===== config.mk =====
export PLATFORM = sky130hd
export DESIGN_NAME = input_conditioner
export DESIGN_NICKNAME = d
export VERILOG_FILES = /design/src/rtl/input_conditioner_pkg.sv /design/src/rtl/input_conditioner_debounce_bit.sv /design/src/rtl/input_conditioner.sv
export SDC_FILE = /design/constraint.sdc
export NUM_CORES = 1
export LEC_CHECK = 0
export ABC_AREA = 1
export CORE_MARGIN = 2
export CORE_UTILIZATION = 40
export DETAILED_ROUTE_END_ITERATION = 16
export PLACE_DENSITY = 0.66
export SYNTH_ARGS = -nofsm -noshare
export SYNTH_HDL_FRONTEND = slang
export SYNTH_HIERARCHICAL = 1
export SYNTH_SLANG_ARGS = --single-unit

===== constraint.sdc =====
create_clock -name clk -period 3.1 [get_ports clk]
set_input_delay 0.62 -clock clk [delete_from_list [all_inputs] [get_ports clk]]
set_output_delay 0.62 -clock clk [all_outputs]
set_load 0.01 [all_outputs]

===== src/rtl/input_conditioner_pkg.sv =====
// Shared constants for the pin-side input conditioner.
// Latency: n/a (package only).
// Backpressure: n/a (package only).
package input_conditioner_pkg;

    // Board population
    localparam int NUM_SWITCHES = 10;
    localparam int NUM_BUTTONS  = 4;

    // Levels presented while idle and after reset: switches off,
    // buttons released (pins are active-low).
    localparam logic SWITCH_IDLE = 1'b0;
    localparam logic BUTTON_IDLE = 1'b1;

    // 1 ms of stability at a 50 MHz core clock
    localparam int DEBOUNCE_CYCLES_50MHZ = 50000;

    // Two flops is the minimum for metastability settling
    localparam int SYNC_STAGES_DEFAULT = 2;

    // Counter width able to hold 0 .. cycles
    function automatic int cnt_width(input int cycles);
        return $clog2(cycles + 1);
    endfunction

endpackage


===== src/rtl/input_conditioner_debounce_bit.sv =====
// One-bit synchroniser + debouncer with registered rise/fall pulses.
// Latency: SYNC_STAGES + DEBOUNCE_CYCLES edges from first sampling edge to level change.
// Backpressure: none; free-running, outputs are registered every cycle.
module debounce_bit
    import input_conditioner_pkg::*;
#(
    parameter int   SYNC_STAGES     = SYNC_STAGES_DEFAULT,
    parameter int   DEBOUNCE_CYCLES = DEBOUNCE_CYCLES_50MHZ,
    parameter logic IDLE            = 1'b0
) (
    input  logic clk,
    input  logic rst_n,
    input  logic raw,
    output logic level,
    output logic rise,
    output logic fall
);

    localparam int               CNT_W    = cnt_width(DEBOUNCE_CYCLES);
    localparam logic [CNT_W-1:0] CNT_LAST = CNT_W'(DEBOUNCE_CYCLES - 1);
    localparam logic [CNT_W-1:0] CNT_ONE  = CNT_W'(1);

    // Synchroniser chain; the newest sample enters at bit 0
    logic [SYNC_STAGES-1:0] sync_q;
    logic                   sync;

    // Debounce state
    logic [CNT_W-1:0] cnt_q;
    logic [CNT_W-1:0] cnt_d;
    logic             stable_q;
    logic             stable_d;

    // Edge pulses, registered on the same edge as the level change
    logic rise_q;
    logic rise_d;
    logic fall_q;
    logic fall_d;

    // Capture the asynchronous pin through the flop chain
    always_ff @(posedge clk or negedge rst_n) begin
        if (!rst_n) begin
            sync_q <= {SYNC_STAGES{IDLE}};
        end else begin
            sync_q <= {sync_q[SYNC_STAGES-2:0], raw};
        end
    end

    assign sync = sync_q[SYNC_STAGES-1];

    // Count consecutive mismatching cycles; any matching cycle restarts the
    // count, and the last mismatching cycle accepts the new level together
    // with its edge pulse.
    always_comb begin
        cnt_d    = cnt_q;
        stable_d = stable_q;
        rise_d   = 1'b0;
        fall_d   = 1'b0;
        if (sync == stable_q) begin
            cnt_d = '0;
        end else if (cnt_q == CNT_LAST) begin
            cnt_d    = '0;
            stable_d = sync;
            rise_d   = sync;
            fall_d   = ~sync;
        end else begin
            cnt_d = cnt_q + CNT_ONE;
        end
    end

    // Debounce state and pulse registers
    always_ff @(posedge clk or negedge rst_n) begin
        if (!rst_n) begin
            cnt_q    <= '0;
            stable_q <= IDLE;
            rise_q   <= 1'b0;
            fall_q   <= 1'b0;
        end else begin
            cnt_q    <= cnt_d;
            stable_q <= stable_d;
            rise_q   <= rise_d;
            fall_q   <= fall_d;
        end
    end

    assign level = stable_q;
    assign rise  = rise_q;
    assign fall  = fall_q;

endmodule


===== src/rtl/input_conditioner.sv =====
// Synchronises and debounces board switches/buttons; emits clean levels and press/release pulses.
// Latency: SYNC_STAGES + DEBOUNCE_CYCLES edges per bit; pulses coincide with the level change.
// Backpressure: none; outputs are registered levels/pulses, consumer must sample every cycle.
module input_conditioner
    import input_conditioner_pkg::*;
#(
    parameter int DEBOUNCE_CYCLES = DEBOUNCE_CYCLES_50MHZ,
    parameter int SYNC_STAGES     = SYNC_STAGES_DEFAULT
) (
    input  logic                    clk,
    input  logic                    rst_n,
    input  logic [NUM_SWITCHES-1:0] switch_raw,
    input  logic [NUM_BUTTONS-1:0]  button_raw,
    output logic [NUM_SWITCHES-1:0] switch,
    output logic [NUM_BUTTONS-1:0]  button,
    output logic [NUM_BUTTONS-1:0]  button_press,
    output logic [NUM_BUTTONS-1:0]  button_release
);

    // Switch edges are not consumed downstream; these nets only terminate
    // the instance pins.
    logic [NUM_SWITCHES-1:0] switch_rise_unused;
    logic [NUM_SWITCHES-1:0] switch_fall_unused;

    // Slide switches: active-high, idle off
    for (genvar i = 0; i < NUM_SWITCHES; i++) begin : g_switch
        debounce_bit #(
            .SYNC_STAGES     (SYNC_STAGES),
            .DEBOUNCE_CYCLES (DEBOUNCE_CYCLES),
            .IDLE            (SWITCH_IDLE)
        ) u_debounce (
            .clk   (clk),
            .rst_n (rst_n),
            .raw   (switch_raw[i]),
            .level (switch[i]),
            .rise  (switch_rise_unused[i]),
            .fall  (switch_fall_unused[i])
        );
    end

    // Push-buttons: active-low, so a press is a falling level and a
    // release is a rising level.
    for (genvar i = 0; i < NUM_BUTTONS; i++) begin : g_button
        debounce_bit #(
            .SYNC_STAGES     (SYNC_STAGES),
            .DEBOUNCE_CYCLES (DEBOUNCE_CYCLES),
            .IDLE            (BUTTON_IDLE)
        ) u_debounce (
            .clk   (clk),
            .rst_n (rst_n),
            .raw   (button_raw[i]),
            .level (button[i]),
            .rise  (button_release[i]),
            .fall  (button_press[i])
        );
    end

endmodule


==> metrics <==
status=complete, no violations; worst path cell trace=clkdlybuf4s50_1; Critical Path End Type=primary output; Worst Path Required=2.48 ns; Die Width=196.2 um; post-cts hold buffer count=0; Final min period=2.226 ns; post-route cell area=16890 um^2; largest net degree at the start of global routing=71; syn nets=1810; DR vias=11210; Post-Syn Area=14780 um^2; dpl cell area=15740 um^2; Storage cell area=6872 um^2; HPWL after DPL=19570 um; M1 GR Usage=19.92%; Core ar.=36520 um^2; initial antenna violation count=0; total track usage=15.34%; DRC viols=0; Multi-input gate area=7052 um^2; met3 usage=2.510%; vias in the first global route=11250; CP peak stage delay=0.56 ns; io pins=38; Worst Setup Start Kind=flop; Leakage=7.899 nW; Routed WL=27660 um; Post-CTS Setup Bufs=0; average size of a mapped cell=8.304 um^2; # setup viols final=0; Area growth, synth to finish=14.29%; CTS buffer count=34; # port buffers=37; first-pass GRT wire length=50490 um; highest clock rate=449.2 MHz; Vias/cell=4.800; Die Footprint=38510 um^2; Starting Density=40.47%; global route overflow=0; crit-path max FO=4; Slew @ Worst Pin=0.5464 ns; # H-tree levels=2; Hold Violations, Final=0; clock buffer depth=3; pwr dens=476.9 nW/um^2; setup TNS=0 ns; HP Class=primary input to asynchronous set/reset pin; # rows=70; CP max-delay cell=dfstp_2; critical path class=flop to primary output; share of layout cells above drive strength 1=16.71%; Final Cycle Share=71.82%; routability cong.=0.8527; Worst Clk Skew=0.008483 ns; Post-CTS Resized=0; die height=196.2 um; Placed Cells=2275; Layout fillers=3458; antenna-violating nets left=0; number of diodes=0; Skew-Pair Late Insertion Delay=0.51 ns; VDD IR max=316.5 uV; max-capacitance violation count=0; Nets=1873; CTS tree=done; Clock Pin Slew Worst Setup and Hold Paths=0.05 ns; clk sinks=274; Buf/Inv on CP=1; relative slew slack=63.58%; drt initial violations=598; most used routing layer=met2; max-slew violations=0; critical path's top delay family=flip-flops; Post-Syn Instances=1780; Syn. warnings=6; overall power=8.057 mW; met2 Usage GRT=26.15%; CP Data Arrival Time=1.61 ns; final cell count without fillers=2335; drt wl/cell=11.84 um; DRT Pass-1 Iters=7; RSZ-0062 raised after global routing=no; root buffer cell=clkbuf_16
worst paths after layout:
| path | start | end | slack, ns | cells after the start |
|---|---|---|---|---|
| worst min register to register | g_switch[1].u_debounce/sync_q[0] | g_switch[1].u_debounce/sync_q[1] | 0.35 | 0 |
| worst max-delay path | g_button[3].u_debounce/level | button[3] | 0.87 | 1 |
| worst min-delay path | rst_n | g_button[0].u_debounce/cnt_q[1] | 0.06 | 1 |
| min in group clk | g_switch[1].u_debounce/sync_q[0] | g_switch[1].u_debounce/sync_q[1] | 0.35 | 0 |
| worst max register to register | g_button[3].u_debounce/cnt_q[0] | g_button[3].u_debounce/cnt_q[4] | 1.69 | 6 |
| max in group asynchronous | rst_n | g_switch[2].u_debounce/sync_q[0] | 2.21 | 2 |
where the power goes:
part           internal, mW  switching [mW]  total, mW
clock network          2.58            1.47       4.05
registers              3.65          0.0689       3.72
logic                0.0997           0.194      0.294
total                  6.32            1.74       8.06
sequential cells by signal (all words and copies together) (netlist names):
signal,cells
g_button.u_debounce/level,4
g_button.u_debounce/cnt_q,64
g_switch.u_debounce/sync_q,20
g_switch.u_debounce/cnt_q,160
g_button.u_debounce/sync_q,8
g_switch.u_debounce/level,10
g_button.u_debounce/fall,4
g_button.u_debounce/rise,4
layout by cell type, fill, tap and decap left out, types with 28 or more instances in the layout:
cell type / count
nand2_4: 28
xnor2_1: 56
nand3_1: 140
nor2_2: 84
xor2_1: 56
dfrtp_1: 262
inv_2: 42
a31oi_1: 28
clkbuf_16: 37
nand2_1: 308
nor2_1: 406
inv_1: 168
nand4_1: 28
clkdlybuf4s50_1: 36
per-layer routing:
layer / vias up / wire, um
met4: 0 / 645
met3: 51 / 985
li1: 5698 / -
met5: - / 0
met1: 5312 / 13020
met2: 146 / 13010
worst reg2reg max path: cells and delay by family, from the launching register on:
family        cells  cell delay (ns)
flops             1             0.40
simple gates      5             0.64
fa+ha+maj         1             0.26
layout make-up:
type / count / area share [%]
Tap cell: 468 / 3.466
Sequential cell: 274 / 40.68
Timing Repair Buffer: 41 / 2.622
Inverter: 210 / 4.666
Clock inverter: 9 / 0.8591
Multi-Input combinational cell: 1282 / 41.74
Clock buffer: 51 / 5.970
metrics by stage:
step                      worst slack (ns)  utilization, %  hold slack, ns
after detailed placement             1.397           43.10          0.3358
after CTS                           0.8360           46.26         0.06854
after global routing                0.8125           46.26         0.08975
after floorplan                      1.856               -          0.3244
after global placement               1.396           43.10          0.3322
final                               0.8737           46.26         0.05914
Power figures use the tool's default switching activity.
